`src/rtl/dmem_arb_pkg.sv`:
```
// Shared types for the data-memory port arbiter: FSM states and port-owner decode.
package dmem_arb_pkg;

   typedef enum logic {
      S_NORMAL = 1'b0,
      S_FORCE  = 1'b1
   } arb_state_t;

   typedef enum logic [1:0] {
      OWN_NONE = 2'd0,
      OWN_CPU  = 2'd1,
      OWN_EXT  = 2'd2
   } owner_t;

endpackage

```
`src/rtl/dmem_arbiter.sv`:
```
// Arbitrates the single data-memory port between the CPU load/store path and one external
// requester. CPU wins by default; a starvation counter forces one external grant.
module dmem_arbiter
   import dmem_arb_pkg::*;
#(
   parameter int ADDR_W       = 32,
   parameter int DATA_W       = 32,
   parameter int STARVE_LIMIT = 8
) (
   input  logic              clk,
   input  logic              rst,
   input  logic              cpu_req_rd,
   input  logic              cpu_req_wr,
   input  logic [ADDR_W-1:0] cpu_addr,
   input  logic [DATA_W-1:0] cpu_wdata,
   output logic [DATA_W-1:0] cpu_rdata,
   output logic              cpu_stall,
   input  logic              ext_req,
   input  logic              ext_we,
   input  logic [ADDR_W-1:0] ext_addr,
   input  logic [DATA_W-1:0] ext_wdata,
   output logic              ext_gnt,
   output logic              ext_rvalid,
   output logic [DATA_W-1:0] ext_rdata,
   output logic [ADDR_W-1:0] mem_addr,
   output logic [DATA_W-1:0] mem_wdata,
   output logic              mem_we,
   input  logic [DATA_W-1:0] mem_rdata
);

   if (STARVE_LIMIT < 1) begin : g_bad_limit
      $error("dmem_arbiter: STARVE_LIMIT must be >= 1");
   end

   localparam int CNT_W = (STARVE_LIMIT < 1) ? 1 : $clog2(STARVE_LIMIT + 1);
   localparam logic [CNT_W-1:0] CNT_MAX  = CNT_W'(STARVE_LIMIT);
   localparam logic [CNT_W-1:0] CNT_LAST = CNT_W'(STARVE_LIMIT - 1);

   arb_state_t       state;
   owner_t           owner;
   logic [CNT_W-1:0] starve_cnt;
   logic             cpu_req;
   logic             ext_rd_gnt;

   // rd+wr together is a store: mem_we follows cpu_req_wr alone
   assign cpu_req    = cpu_req_rd | cpu_req_wr;
   assign ext_rd_gnt = ext_gnt & ~ext_we;

   always_comb begin
      owner     = OWN_NONE;
      cpu_stall = 1'b0;
      ext_gnt   = 1'b0;
      mem_addr  = '0;
      mem_wdata = '0;
      mem_we    = 1'b0;
      cpu_rdata = '0;
      if (rst) begin
         if (ext_req && (state == S_FORCE || !cpu_req))
            owner = OWN_EXT;
         else if (cpu_req)
            owner = OWN_CPU;
         // ext only owns over a live CPU request during the forced cycle
         cpu_stall = (owner == OWN_EXT) && cpu_req;
         ext_gnt   = (owner == OWN_EXT);
         case (owner)
            OWN_CPU: begin
               mem_addr  = cpu_addr;
               mem_wdata = cpu_wdata;
               mem_we    = cpu_req_wr;
               cpu_rdata = mem_rdata;
            end
            OWN_EXT: begin
               mem_addr  = ext_addr;
               mem_wdata = ext_wdata;
               mem_we    = ext_we;
            end
            default: ;
         endcase
      end
   end

   always_ff @(posedge clk or negedge rst) begin
      if (!rst) begin
         state      <= S_NORMAL;
         starve_cnt <= '0;
         ext_rvalid <= 1'b0;
         ext_rdata  <= '0;
      end else begin
         ext_rvalid <= ext_rd_gnt;
         if (ext_rd_gnt)
            ext_rdata <= mem_rdata;
         if (state == S_FORCE) begin
            state      <= S_NORMAL;
            starve_cnt <= '0;
         end else if (owner == OWN_EXT) begin
            starve_cnt <= '0;
         end else if (ext_req) begin
            if (starve_cnt != CNT_MAX)
               starve_cnt <= starve_cnt + 1'b1;
            if (starve_cnt == CNT_LAST)
               state <= S_FORCE;
         end
      end
   end

endmodule

```
`config.mk`:
```
export PLATFORM = sky130hd
export DESIGN_NAME = dmem_arbiter
export DESIGN_NICKNAME = d
export VERILOG_FILES = /design/src/rtl/dmem_arb_pkg.sv /design/src/rtl/dmem_arbiter.sv
export SDC_FILE = /design/constraint.sdc
export NUM_CORES = 1
export LEC_CHECK = 0
export CORE_AREA = 2 2 117 119
export CTS_CLUSTER_SIZE = 25
export DETAILED_ROUTE_END_ITERATION = 10
export DIE_AREA = 0 0 119 121
export PLACE_DENSITY_LB_ADDON = 0.3
export REMOVE_ABC_BUFFERS = 1
export SLEW_MARGIN = 20
export SYNTH_ARGS = -nofsm -noshare
export SYNTH_HDL_FRONTEND = slang
export SYNTH_SLANG_ARGS = --single-unit
```
`constraint.sdc`:
```
create_clock -name clk -period 1.6 [get_ports clk]
set_input_delay 0.32 -clock clk [delete_from_list [all_inputs] [get_ports clk]]
set_output_delay 0.32 -clock clk [all_outputs]
set_load 0.005 [all_outputs]
```
==> results.yml <==
run_status:
  run_status: "finished, violations left"
  violations: "setup timing"
worst_hold_path:
  worst_hold_check_path_type: "input pin to async pin"
timing:
  rsz0062_at_grt: "true"
  tightestPinTransition_ns: 0.3571
  finalHoldViolCount: 0
  finalMaxSlewViolations: 0
  timing.slew.headroom: 0.7619
  min_period_over_period: 1.296
  finalSetupViolations: 98
  timing.clock.skew_ns: 0.006476
  finalWorstPathRequiredPeriod_ns: 2.074
  setup_total_negative_slack_ns: -39.04
  max_freq_ghz: 0.4822
  timing.final.ws_setup_ns: -0.4738
global_route:
  grt_use_total: 0.1951
  globalRoute.busiestLayer: "met2"
  gr-usage-met1: 0.2184
  grt_pass1_wl_um: 21270
  grt_pass1_vias: 3542
  maximum_number_of_pins_on_one_net_before_global_route_repair: 41
  globalRouteMet3Util: 0.05498
  grt_overflow: 0
  met2_usage: 0.3549
  grt_antenna_before_repair: 1
power:
  power.combinational.fraction: 0.493
  cell_internal_pwr_w: 0.003376
  power.clock.fraction: 0.199
  switching_share_of_power: 0.2753
  p_leak_nw: 3.001
  worst_ir_drop_vdd_mv: 0.5413
  pwr-share-seq: 0.307
  power.density_cell_area_nw_per_um2: 726.7
  switchingPower_w: 0.001282
finish:
  area_used_by_multi_input_combinational_logic_um2: 1460
  drive_above_1_share: 0.4358
  sequential_cell_area_um2: 950.9
  final_design_area_no_fill_um2: 6410
  postLayoutCoreUtil: 0.4899
  layout.cells.most_common: "sky130_fd_sc_hd__clkdlybuf4s50_1"
  finish.net_count: 744
  syn2layout_area_growth_pct: 163.5
  antenna_cells: 0
  nFillCells: 1206
  post_layout_nonfiller_instances: 752
  final_cell_mix: "sky130_fd_sc_hd__clkdlybuf4s50_1, sky130_fd_sc_hd__buf_2, sky130_fd_sc_hd__a22o_1, sky130_fd_sc_hd__buf_6, sky130_fd_sc_hd__dfrtp_1"
place:
  detailed_place_hpwl_um: 10970
  post-place-cells: 715
  placer_congestion_estimate: 0.8728
  detailed_place.area_um2: 5871
  place_worst_setup_slack_ns: -0.9358
  buffer_ports.inserted: 297
clocking:
  clock-root-buffer: "sky130_fd_sc_hd__clkbuf_16"
  cts_tree: "done"
  cts.sinks: 38
  max-clock-path-buffers: 2
  htree_levels: 2
  cts_inserted_buffers: 5
  clk-insertion-delay-late_ns: 0.28
  worst_setup_hold_path_clk_slew_ns: 0.06
critical_path:
  worst-endpoint-required_ns: 1.28
  worst_path_dominant_cell_family: "buffers and inverters"
  crit_arrival_ns: 1.75
  critPathKind: "register to output pin"
  worst_path_max_delay_cell: "sky130_fd_sc_hd__dfrtp_1"
  critical_path.max_stage_delay_ns: 0.41
  worst_setup_path_startpoint: "state"
  number_of_buffer_and_inverter_stages_on_the_critical_path: 3
  startpoint_type: "register"
  critical_path.max_fanout: 10
  critical_path.reg2reg.startpoint: "state"
  cp_cell_sequence: "o21bai_4 -> and3_4 -> buf_12 -> buf_16 -> a22o_1 -> buf_2"
  crit_path_end_kind: "output pin"
synth:
  syn-cell-area_um2: 2432
  synthesis.instances: 222
  synth_seq_cells: 38
  async_flop_share: 1.000
  most_instantiated_flip_flop_cell_in_the_synthesis_netlist: "sky130_fd_sc_hd__dfrtp_1"
  synth-edff-count: 0
  synth_sequential_area_ratio: 0.3909
  synth_area_per_cell_um2: 10.96
  yosys.cell_types.count: 30
  synth-warning-count: 0
drt:
  viasPerCell: 4.431
  drt.antenna.violating_nets: 0
  drt-wirelength-per-cell_um: 19.68
  remaining_drc_errors: 0
  routed_wirelength_um: 14800
  drt_pre_antenna_iters: 4
  routed-via-count: 3332
  detail_route.iter0.violations: 92
die:
  ioPinCount: 298
  vert_die_dim_um: 121
  placementRows: 42
  initial_core_util: 0.1859
  die_w_um: 119
  core_region_area_um2: 13090
  die_area_um2: 14400
run:
  max-cap-violations: 0
-- power by group through the flow --
stage / combinational [W] / sequential (W) / clock [W]
2_1_floorplan: 0.000566 / 0.00144 / 0
3_3_place_gp: 0.00210 / 0.00141 / 0
3_5_place_dp: 0.00212 / 0.00144 / 0
4_1_cts: 0.00230 / 0.00143 / 0.000965
5_1_grt: 0.00245 / 0.00147 / 0.000997
6_report: 0.00230 / 0.00143 / 0.000928
-- repair_timing --
| action | in CTS | in global routing |
|---|---|---|
| resized for setup | 483 | 33 |
| cloned | 12 | 1 |
| hold buffers | 0 | 0 |
| setup buffers | 19 | 4 |
| pin swaps | 59 | 22 |
| endpoints found under the setup margin | 131 | 99 |
-- metrics by stage --
stage | hold WS [ns] | power, W
2_1_floorplan | 0.02441 | 0.002004
3_3_place_gp | 0.2745 | 0.003514
3_5_place_dp | 0.2700 | 0.003567
4_1_cts | 0.01492 | 0.004701
5_1_grt | 0.02242 | 0.004920
6_report | 0.02647 | 0.004658
-- cell families after synthesis --
kind of cell / count (synthesis) / synth area share
simple gates: 49 / 0.1224
compound gates: 75 / 0.2603
fa+ha+maj: 2 / 0.01029
flops: 38 / 0.3909
xor+xnor: 1 / 0.003601
mux: 32 / 0.1481
buf+inv: 25 / 0.06430
-- synth_stat cells (3+ instances only) --
| cell type | n | area [um2] |
|---|---|---|
| sky130_fd_sc_hd__nand2_1 | 3 | 11.26 |
| sky130_fd_sc_hd__and2_1 | 32 | 200.2 |
| sky130_fd_sc_hd__buf_2 | 8 | 40.04 |
| sky130_fd_sc_hd__mux2_2 | 32 | 360.4 |
| sky130_fd_sc_hd__nor2_1 | 3 | 11.26 |
| sky130_fd_sc_hd__buf_6 | 6 | 67.56 |
| sky130_fd_sc_hd__dfrtp_1 | 38 | 950.9 |
| sky130_fd_sc_hd__a22o_1 | 64 | 560.5 |
| sky130_fd_sc_hd__clkbuf_1 | 5 | 18.77 |
| sky130_fd_sc_hd__a21oi_1 | 3 | 15.01 |
| sky130_fd_sc_hd__inv_1 | 4 | 15.01 |
-- registers in the layout, indices dropped and copies added, names as in the netlist --
register    cells
ext_rvalid      1
ext_rdata      32
state           1
starve_cnt      4
-- metal layers --
layer / up-vias / share of wire / wire length [um]
met5: - / 0.00068 / 10
met4: 2 / 0.027 / 395
met3: 23 / 0.074 / 1098
met2: 172 / 0.51 / 7590
met1: 1587 / 0.39 / 5706
li1: 1548 / - / -
-- path summary, 6_finish.rpt --
path	end	slack, ns	cells after the start
max	mem_wdata[8]	-0.47	6
min	ext_rdata[23]	0.03	2
max reg2reg	ext_rdata[24]	0.09	5
min reg2reg	ext_rdata[21]	0.51	1
max in group asynchronous	ext_rdata[4]	1.17	2
min in group clk	ext_rdata[21]	0.51	1
-- worst reg2reg max path, stage by stage (launching register included) --
cell	delay, ns
sky130_fd_sc_hd__dfrtp_1	0.41
sky130_fd_sc_hd__o21bai_4	0.19
sky130_fd_sc_hd__buf_4	0.14
sky130_fd_sc_hd__nand2_2	0.11
sky130_fd_sc_hd__buf_12	0.18
sky130_fd_sc_hd__mux2_2	0.37
-- cell type report --
class / instances / area share
repair buffers: 368 / 0.5659
multi-input cells: 159 / 0.2278
flip-flops and latches: 38 / 0.1484
well taps: 176 / 0.03435
clock buffers: 6 / 0.02011
inverters: 4 / 0.002342
clock inverters: 1 / 0.001171
(Power assumes the default switching activity.)
